File: src/rtl/marker_locate_pkg.sv
// Shared types and default geometry for the marker locator and its row detector.
package marker_locate_pkg;

   localparam int DEF_SCREEN_WIDTH  = 1024;
   localparam int DEF_SCREEN_HEIGHT = 768;
   localparam int DEF_MAX_WIDTH     = 100;

   // Run tracker states
   typedef enum logic [1:0] {
      IDLE   = 2'd0,
      IN_RUN = 2'd1,
      GAP    = 2'd2
   } run_state_t;

endpackage

File: src/rtl/marker_locate_if.sv
// Detection input bus and frame-result output bus of the marker locator.
interface marker_locate_if #(
   parameter int SCREEN_WIDTH  = marker_locate_pkg::DEF_SCREEN_WIDTH,
   parameter int SCREEN_HEIGHT = marker_locate_pkg::DEF_SCREEN_HEIGHT,
   parameter int MAX_WIDTH     = marker_locate_pkg::DEF_MAX_WIDTH
) ();

   localparam int XW = $clog2(SCREEN_WIDTH) + 1;
   localparam int YW = $clog2(SCREEN_HEIGHT) + 1;
   localparam int WW = $clog2(MAX_WIDTH) + 1;

   logic [XW-1:0] hcount_in;
   logic [YW-1:0] vcount_in;
   logic          done_in;
   logic [XW-1:0] coord_in;
   logic [WW-1:0] centre_width_in;
   logic [10:0]   nt_prob_in;
   logic [XW-1:0] target_x_out;
   logic [YW-1:0] target_y_out;
   logic [7:0]    target_rows_out;
   logic          target_valid_out;

   // Source side: pixel timing plus row-detector results
   modport master (
      output hcount_in, vcount_in, done_in, coord_in, centre_width_in, nt_prob_in,
      input  target_x_out, target_y_out, target_rows_out, target_valid_out
   );

   // Locator side
   modport slave (
      input  hcount_in, vcount_in, done_in, coord_in, centre_width_in, nt_prob_in,
      output target_x_out, target_y_out, target_rows_out, target_valid_out
   );

endinterface

File: src/rtl/marker_row_select.sv
// Per-row capture of the lowest-score detection and the end-of-row commit strobe.
// The candidate outputs already merge a detection arriving on the commit cycle.
module marker_row_select #(
   parameter int SCREEN_WIDTH  = marker_locate_pkg::DEF_SCREEN_WIDTH,
   parameter int SCREEN_HEIGHT = marker_locate_pkg::DEF_SCREEN_HEIGHT,
   parameter int MAX_WIDTH     = marker_locate_pkg::DEF_MAX_WIDTH,
   parameter int NT_THRES      = 200
) (
   input  logic                            clk_i,
   input  logic                            rst_i,
   input  logic [$clog2(SCREEN_WIDTH):0]   hcount_i,
   input  logic [$clog2(SCREEN_HEIGHT):0]  vcount_i,
   input  logic                            done_i,
   input  logic [$clog2(SCREEN_WIDTH):0]   coord_i,
   input  logic [$clog2(MAX_WIDTH):0]      width_i,
   input  logic [10:0]                     nt_i,
   output logic                            commit_o,
   output logic                            cand_valid_o,
   output logic [$clog2(SCREEN_WIDTH):0]   cand_coord_o,
   output logic [$clog2(MAX_WIDTH):0]      cand_width_o
);

   localparam int XW = $clog2(SCREEN_WIDTH) + 1;
   localparam int YW = $clog2(SCREEN_HEIGHT) + 1;
   localparam int WW = $clog2(MAX_WIDTH) + 1;

   logic          have_q;
   logic [10:0]   nt_q;
   logic [XW-1:0] coord_q;
   logic [WW-1:0] width_q;

   logic in_range;
   logic accept;
   logic better;

   assign in_range = (hcount_i < XW'(SCREEN_WIDTH)) && (vcount_i < YW'(SCREEN_HEIGHT));
   assign accept   = done_i && in_range && (nt_i <= 11'(NT_THRES));
   // strict compare keeps the earlier detection on equal scores
   assign better   = accept && (!have_q || (nt_i < nt_q));
   assign commit_o = in_range && (hcount_i == XW'(SCREEN_WIDTH - 1));

   assign cand_valid_o = have_q || accept;
   assign cand_coord_o = better ? coord_i : coord_q;
   assign cand_width_o = better ? width_i : width_q;

   // Hold the best detection of the current row; clear after each commit
   always_ff @(posedge clk_i or posedge rst_i) begin
      if (rst_i) begin
         have_q  <= 1'b0;
         nt_q    <= '0;
         coord_q <= '0;
         width_q <= '0;
      end else if (commit_o) begin
         have_q  <= 1'b0;
         nt_q    <= '0;
         coord_q <= '0;
         width_q <= '0;
      end else if (better) begin
         have_q  <= 1'b1;
         nt_q    <= nt_i;
         coord_q <= coord_i;
         width_q <= width_i;
      end
   end

endmodule

File: src/rtl/marker_locate.sv
// Tracks vertical runs of row detections and reports the longest valid run per frame.
module marker_locate
   import marker_locate_pkg::*;
#(
   parameter int SCREEN_WIDTH  = DEF_SCREEN_WIDTH,
   parameter int SCREEN_HEIGHT = DEF_SCREEN_HEIGHT,
   parameter int MAX_WIDTH     = DEF_MAX_WIDTH,
   parameter int NT_THRES      = 200,
   parameter int X_TOL         = 8,
   parameter int MIN_ROWS      = 6,
   parameter int MAX_GAP       = 2
) (
   input  logic            clk_in,
   input  logic            rst_in,
   marker_locate_if.slave  bus
);

   localparam int XW = $clog2(SCREEN_WIDTH) + 1;
   localparam int YW = $clog2(SCREEN_HEIGHT) + 1;
   localparam int WW = $clog2(MAX_WIDTH) + 1;
   localparam int GW = $clog2(MAX_GAP + 2) + 1;

   localparam logic [XW-1:0] XTOL_L = XW'(X_TOL);
   localparam logic [GW-1:0] MGAP_L = GW'(MAX_GAP);
   localparam logic [7:0]    MINR_L = 8'(MIN_ROWS);

   logic          commit;
   logic          cand_v;
   logic [XW-1:0] cand_c;
   logic [WW-1:0] cand_w;

   marker_row_select #(
      .SCREEN_WIDTH  (SCREEN_WIDTH),
      .SCREEN_HEIGHT (SCREEN_HEIGHT),
      .MAX_WIDTH     (MAX_WIDTH),
      .NT_THRES      (NT_THRES)
   ) u_row (
      .clk_i        (clk_in),
      .rst_i        (rst_in),
      .hcount_i     (bus.hcount_in),
      .vcount_i     (bus.vcount_in),
      .done_i       (bus.done_in),
      .coord_i      (bus.coord_in),
      .width_i      (bus.centre_width_in),
      .nt_i         (bus.nt_prob_in),
      .commit_o     (commit),
      .cand_valid_o (cand_v),
      .cand_coord_o (cand_c),
      .cand_width_o (cand_w)
   );

   run_state_t    state_q, state_d;
   logic [XW-1:0] run_x_q, run_x_d;
   logic [7:0]    run_len_q, run_len_d;
   logic [GW-1:0] gap_q, gap_d;
   logic [WW-1:0] best_w_q, best_w_d;
   logic [XW-1:0] best_x_q, best_x_d;
   logic [YW-1:0] best_y_q, best_y_d;
   logic [7:0]    fb_len_q, fb_len_d;
   logic [XW-1:0] fb_x_q, fb_x_d;
   logic [YW-1:0] fb_y_q, fb_y_d;
   logic [XW-1:0] tx_q, tx_d;
   logic [YW-1:0] ty_q, ty_d;
   logic [7:0]    tr_q, tr_d;
   logic          tv_q, tv_d;

   logic          last_row;
   logic [XW-1:0] diff;
   logic          match;
   logic [GW-1:0] gap_inc;
   logic          close_row;
   logic [7:0]    fb1_len, fb2_len;
   logic [XW-1:0] fb1_x, fb2_x;
   logic [YW-1:0] fb1_y, fb2_y;

   assign last_row = (bus.vcount_in == YW'(SCREEN_HEIGHT - 1));
   assign diff     = (cand_c >= run_x_q) ? (cand_c - run_x_q) : (run_x_q - cand_c);
   assign match    = cand_v && (diff <= XTOL_L);
   assign gap_inc  = gap_q + GW'(1);

   // Row-level run update, then run close / frame-end resolution.
   // A run closed by a gap and a run still open at frame end are judged
   // in that order, so a restart on the last row is also considered.
   always_comb begin
      state_d   = state_q;
      run_x_d   = run_x_q;
      run_len_d = run_len_q;
      gap_d     = gap_q;
      best_w_d  = best_w_q;
      best_x_d  = best_x_q;
      best_y_d  = best_y_q;
      tx_d      = tx_q;
      ty_d      = ty_q;
      tr_d      = tr_q;
      tv_d      = 1'b0;
      close_row = 1'b0;

      if (commit) begin
         case (state_q)
            IDLE: begin
               if (cand_v) begin
                  state_d   = IN_RUN;
                  run_x_d   = cand_c;
                  run_len_d = 8'd1;
                  gap_d     = '0;
                  best_w_d  = cand_w;
                  best_x_d  = cand_c;
                  best_y_d  = bus.vcount_in;
               end
            end
            IN_RUN, GAP: begin
               if (match) begin
                  state_d   = IN_RUN;
                  run_len_d = (run_len_q == 8'hFF) ? 8'hFF : run_len_q + 8'd1;
                  run_x_d   = cand_c;
                  gap_d     = '0;
                  if (cand_w > best_w_q) begin
                     best_w_d = cand_w;
                     best_x_d = cand_c;
                     best_y_d = bus.vcount_in;
                  end
               end else begin
                  state_d = GAP;
                  gap_d   = gap_inc;
                  if (gap_inc > MGAP_L) begin
                     close_row = 1'b1;
                     if (cand_v) begin
                        state_d   = IN_RUN;
                        run_x_d   = cand_c;
                        run_len_d = 8'd1;
                        gap_d     = '0;
                        best_w_d  = cand_w;
                        best_x_d  = cand_c;
                        best_y_d  = bus.vcount_in;
                     end else begin
                        state_d   = IDLE;
                        run_len_d = '0;
                        gap_d     = '0;
                     end
                  end
               end
            end
            default: state_d = IDLE;
         endcase
      end

      fb1_len = fb_len_q;
      fb1_x   = fb_x_q;
      fb1_y   = fb_y_q;
      if (close_row && (run_len_q >= MINR_L) && (run_len_q > fb_len_q)) begin
         fb1_len = run_len_q;
         fb1_x   = best_x_q;
         fb1_y   = best_y_q;
      end

      fb2_len = fb1_len;
      fb2_x   = fb1_x;
      fb2_y   = fb1_y;
      if ((state_d != IDLE) && (run_len_d >= MINR_L) && (run_len_d > fb1_len)) begin
         fb2_len = run_len_d;
         fb2_x   = best_x_d;
         fb2_y   = best_y_d;
      end

      fb_len_d = fb1_len;
      fb_x_d   = fb1_x;
      fb_y_d   = fb1_y;

      if (commit && last_row) begin
         if (fb2_len != 8'd0) begin
            tx_d = fb2_x;
            ty_d = fb2_y;
            tr_d = fb2_len;
            tv_d = 1'b1;
         end
         fb_len_d  = '0;
         fb_x_d    = '0;
         fb_y_d    = '0;
         state_d   = IDLE;
         run_x_d   = '0;
         run_len_d = '0;
         gap_d     = '0;
         best_w_d  = '0;
         best_x_d  = '0;
         best_y_d  = '0;
      end
   end

   // State, run and result registers
   always_ff @(posedge clk_in or posedge rst_in) begin
      if (rst_in) begin
         state_q   <= IDLE;
         run_x_q   <= '0;
         run_len_q <= '0;
         gap_q     <= '0;
         best_w_q  <= '0;
         best_x_q  <= '0;
         best_y_q  <= '0;
         fb_len_q  <= '0;
         fb_x_q    <= '0;
         fb_y_q    <= '0;
         tx_q      <= '0;
         ty_q      <= '0;
         tr_q      <= '0;
         tv_q      <= 1'b0;
      end else begin
         state_q   <= state_d;
         run_x_q   <= run_x_d;
         run_len_q <= run_len_d;
         gap_q     <= gap_d;
         best_w_q  <= best_w_d;
         best_x_q  <= best_x_d;
         best_y_q  <= best_y_d;
         fb_len_q  <= fb_len_d;
         fb_x_q    <= fb_x_d;
         fb_y_q    <= fb_y_d;
         tx_q      <= tx_d;
         ty_q      <= ty_d;
         tr_q      <= tr_d;
         tv_q      <= tv_d;
      end
   end

   assign bus.target_x_out     = tx_q;
   assign bus.target_y_out     = ty_q;
   assign bus.target_rows_out  = tr_q;
   assign bus.target_valid_out = tv_q;

endmodule
File: src/flat_wrapper.sv
// flat-port wrapper written by rule: the top's interface ports become plain ports
module marker_locate_flat import marker_locate_pkg::*;
#(
   parameter int SCREEN_WIDTH  = DEF_SCREEN_WIDTH,
   parameter int SCREEN_HEIGHT = DEF_SCREEN_HEIGHT,
   parameter int MAX_WIDTH     = DEF_MAX_WIDTH,
   parameter int NT_THRES      = 200,
   parameter int X_TOL         = 8,
   parameter int MIN_ROWS      = 6,
   parameter int MAX_GAP       = 2
)
  (clk_in, rst_in, bus_hcount_in, bus_vcount_in, bus_done_in, bus_coord_in, bus_centre_width_in, bus_nt_prob_in, bus_target_x_out, bus_target_y_out, bus_target_rows_out, bus_target_valid_out);
  marker_locate_if #(.SCREEN_WIDTH(SCREEN_WIDTH), .SCREEN_HEIGHT(SCREEN_HEIGHT), .MAX_WIDTH(MAX_WIDTH)) bus_i ();
  input  logic clk_in;
  input  logic rst_in;
  input wire logic [$bits(bus_i.hcount_in)-1:0] bus_hcount_in;
  input wire logic [$bits(bus_i.vcount_in)-1:0] bus_vcount_in;
  input wire logic [$bits(bus_i.done_in)-1:0] bus_done_in;
  input wire logic [$bits(bus_i.coord_in)-1:0] bus_coord_in;
  input wire logic [$bits(bus_i.centre_width_in)-1:0] bus_centre_width_in;
  input wire logic [$bits(bus_i.nt_prob_in)-1:0] bus_nt_prob_in;
  output wire logic [$bits(bus_i.target_x_out)-1:0] bus_target_x_out;
  output wire logic [$bits(bus_i.target_y_out)-1:0] bus_target_y_out;
  output wire logic [$bits(bus_i.target_rows_out)-1:0] bus_target_rows_out;
  output wire logic [$bits(bus_i.target_valid_out)-1:0] bus_target_valid_out;
  assign bus_i.hcount_in = bus_hcount_in;
  assign bus_i.vcount_in = bus_vcount_in;
  assign bus_i.done_in = bus_done_in;
  assign bus_i.coord_in = bus_coord_in;
  assign bus_i.centre_width_in = bus_centre_width_in;
  assign bus_i.nt_prob_in = bus_nt_prob_in;
  assign bus_target_x_out = bus_i.target_x_out;
  assign bus_target_y_out = bus_i.target_y_out;
  assign bus_target_rows_out = bus_i.target_rows_out;
  assign bus_target_valid_out = bus_i.target_valid_out;
  marker_locate #(.SCREEN_WIDTH(SCREEN_WIDTH), .SCREEN_HEIGHT(SCREEN_HEIGHT), .MAX_WIDTH(MAX_WIDTH), .NT_THRES(NT_THRES), .X_TOL(X_TOL), .MIN_ROWS(MIN_ROWS), .MAX_GAP(MAX_GAP)) u_core (.clk_in(clk_in), .rst_in(rst_in), .bus(bus_i));
endmodule
File: config.mk
export PLATFORM = sky130hd
export DESIGN_NAME = marker_locate_flat
export DESIGN_NICKNAME = d
export VERILOG_FILES = /design/src/rtl/marker_locate_pkg.sv /design/src/rtl/marker_locate_if.sv /design/src/rtl/marker_row_select.sv /design/src/rtl/marker_locate.sv /design/src/flat_wrapper.sv
export SDC_FILE = /design/constraint.sdc
export NUM_CORES = 1
export LEC_CHECK = 0
export ABC_AREA = 1
export BUFFER_PORTS_ARGS = -buffer_cell sky130_fd_sc_hd__buf_4
export CORE_UTILIZATION = 45
export CTS_CLUSTER_SIZE = 14
export DETAILED_ROUTE_END_ITERATION = 6
export PLACE_DENSITY = 0.72
export REMOVE_ABC_BUFFERS = 1
export SLEW_MARGIN = 20
export SYNTH_ARGS = -nofsm -noshare
export SYNTH_HDL_FRONTEND = slang
export SYNTH_SLANG_ARGS = --single-unit
export TNS_END_PERCENT = 30
File: constraint.sdc
create_clock -name clk_in -period 6.3 [get_ports clk_in]
set_input_delay 0.315 -clock clk_in [delete_from_list [all_inputs] [get_ports clk_in]]
set_output_delay 0.315 -clock clk_in [all_outputs]
set_load 0.02 [all_outputs]
==> run metrics <==
outcome finished clean; row count 54; Synth cell types 46; Setup CP Type register to register; vias between 9000 and 10000; ant diodes 0; grt total ovfl 0; simple-gate share of the synthesized area 28.8%; largest net degree at the start of global routing 77; FF+latch count, synth 146; Post-Synthesis Cells 1477; # setup viols final 0; hold_buf cts 0; chip width 152 um; routed len/inst about 15 um; minimum period implied by the final worst setup slack 6.03 ns; Compound-Gate Fraction of Synth Area 15.4%; H-tree depth 4; clk sinks 146; Worst VDD drop 196 uV; commonest cells in the netlist nand2_1, inv_1, nor2_1, dfrtp_1, o21ai_0; Slew Viols, Final 0; Worst Path Required about 6.7 ns; max_cap viols 0; Period Utilization, post-route between 90% and 100%; critical path startpoint category register; Worst EP arrival between 6 and 7 ns; register area share after synthesis 36.2%; PortBufs 85; critical-path maximum fanout 8; Design Power 2.57 mW; crit end category register; mean area per synthesized cell 6.83 sq um; share of layout cells above drive strength 1 a little under a fifth; Post-Route WL 28200 um; synth top area cells dfrtp_1, nand2_1, inv_1; cell with the most instances after synthesis nand2_1; largest family of logic cells by synthesized area simple AND/OR/NAND/NOR gates; DRT iter0 DRCs around 740; Synth async-reset ratio 100%; CTS buffer count 17; Post-synth EDFFs 0; Synth warnings 0; 1st-pass router iterations 5; hold slack between 0.005 and 0.006 ns; core footprint 0.0219 sq mm; HP Class primary input to async pin; XOR/XNOR Fraction of Synth Area less than 1%; initial antenna violation count 0; Post-layout nets around 1700; Lkg Pwr 6.73 nW; GRT Total Usage between 20% and 30%; Crit path largest cell delay 0.36 ns; Yosys top cell by area dfrtp_1; global-route wire length before repair 42700 um; Design Area, Final 0.0126 sq mm; Vert. Die Dim 152 um; final hold viol count 0; drt drc 0; Slew @ Worst Pin 0.954 ns; PnR worst setup slack between 0.2 and 0.3 ns; Post-DRT Antenna Nets 0; setup_tns 0 ns; starting density of the core between 40% and 50%; Primary FF master, synth dfrtp_1; clk_skew 0.0150 ns; mux cell area share after synthesis 0%; post-synth top area share about 36%; clk slew on worst S/H paths 0.07 ns; placed cell areas 0.0112 sq mm; die area about 0.023 sq mm; area grow syn2layout 25.0%; non-filler cells, final about 1900; Peak Freq 166 MHz; Post-Syn Area 0.0101 sq mm; CTS Root Buffer Type clkbuf_16; post-route core utilization 57.6%; # fillers 2010; total placed cells including tap cells 1819; post-place setup slack between 0.0005 and 0.0006 ns; Post-Synth Adder-Cell Area 7.56%; Max clock buf depth 2; Pwr Density 204 mW/mm^2; IO Count 86; CTS tree built; Final HPWL DP 18600 um; CP dominant cell by count nand2_1; CP max stage cell dfrtp_1; Worst-Skew Late Latency 0.44 ns; Slew HR 36.3%; Final GP Congestion 0.914; vias in the first global route 8790; vias per inst roughly 5.2
==> area by class of cell <==
| type | count | area, sq um | area share, % |
|---|---|---|---|
| well taps | 280 | 350 | 2.78 |
| multi-input cells | 1043 | 5860 | 46.5 |
| flip-flops and latches | 146 | 3650 | 29.0 |
| clock buffers | 17 | 425 | 3.37 |
| repair buffers | 151 | 1280 | 10.2 |
| inverters | 233 | 880 | 6.97 |
| clock inverters | 15 | 159 | 1.26 |
==> registers in the layout, indices dropped and copies added (netlist names) <==
name	flops
u_core.best_x_q	11
u_core.best_y_q	11
u_core.bus.target_x_out	11
u_core.bus.target_y_out	11
u_core.fb_x_q	11
u_core.fb_y_q	11
u_core.run_x_q	11
u_core.u_row.coord_q	11
u_core.u_row.nt_q	11
u_core.best_w_q	8
u_core.bus.target_rows_out	8
u_core.fb_len_q	8
u_core.run_len_q	8
u_core.u_row.width_q	8
u_core.gap_q	3
u_core.state_q	2
u_core.bus.target_valid_out	1
u_core.u_row.have_q	1
==> timing repair <==
| item | in CTS | in global routing |
|---|---|---|
| setup buffers | 0 | 23 |
| endpoints found under the setup margin | 0 | 31 |
| resized for setup | 0 | 122 |
==> worst paths after layout <==
check / from / end / slack, ns / cells past startpoint
worst max-delay path: u_core.u_row.nt_q[2] / u_core.bus.target_x_out[5] / 0.27 / 43
worst min-delay path: rst_in / u_core.u_row.nt_q[6] / 0.006 / 2
worst max register to register: u_core.u_row.nt_q[2] / u_core.bus.target_x_out[5] / 0.27 / 43
worst min register to register: u_core.bus.target_y_out[2] / u_core.bus.target_y_out[2] / 0.48 / 2
max in group asynchronous: rst_in / u_core.run_len_q[7] / 4.90 / 3
min in group clk_in: bus_nt_prob_in[3] / u_core.u_row.nt_q[3] / 0.14 / 3
==> cell usage in the layout, fill, tap and decap left out, types with 19 or more instances in the layout <==
cell,n
nand2_2,19
buf_4,137
inv_1,222
clkbuf_16,22
ha_1,45
o21ai_0,122
dfrtp_1,146
nand3_1,109
nand2_1,324
nor2_1,177
a21oi_1,59
==> worst max-delay path, delay by kind of cell, from the launching register on <==
family	cells	cell delay [ns]
AOI/OAI and AO/OA	9	1.31
adders and majority gates	3	0.66
buffers and inverters	5	0.80
DFF	1	0.36
and+or+nand+nor	26	2.83
==> cells by family (layout without fill, tap and decap cells) <==
family,count (synthesis),count (layout)
simple gates,693,697
buf+inv,292,416
compound gates,275,275
flops,146,146
fa+ha+maj,61,61
xor+xnor,10,10
==> power breakdown <==
group          leakage, nW  switching [mW]  internal [mW]
logic                 4.68           0.346          0.217
registers             1.77          0.0129          0.975
clock network        0.286           0.458          0.562
total                 6.73           0.817           1.75
==> per-layer routing <==
metal | global-route usage (%) | share of wire [%] | up-vias | wire [um]
li1 | - | - | 4956 | -
met1 | 32.7 | 45 | 4545 | 12700
met2 | 37.6 | 47 | 306 | 13200
met3 | 3.71 | 5.6 | 56 | 1590
met4 | 6.88 | 2.4 | 0 | 679
met5 | 0 | 0 | - | 0
Power figures use the tool's default switching activity.
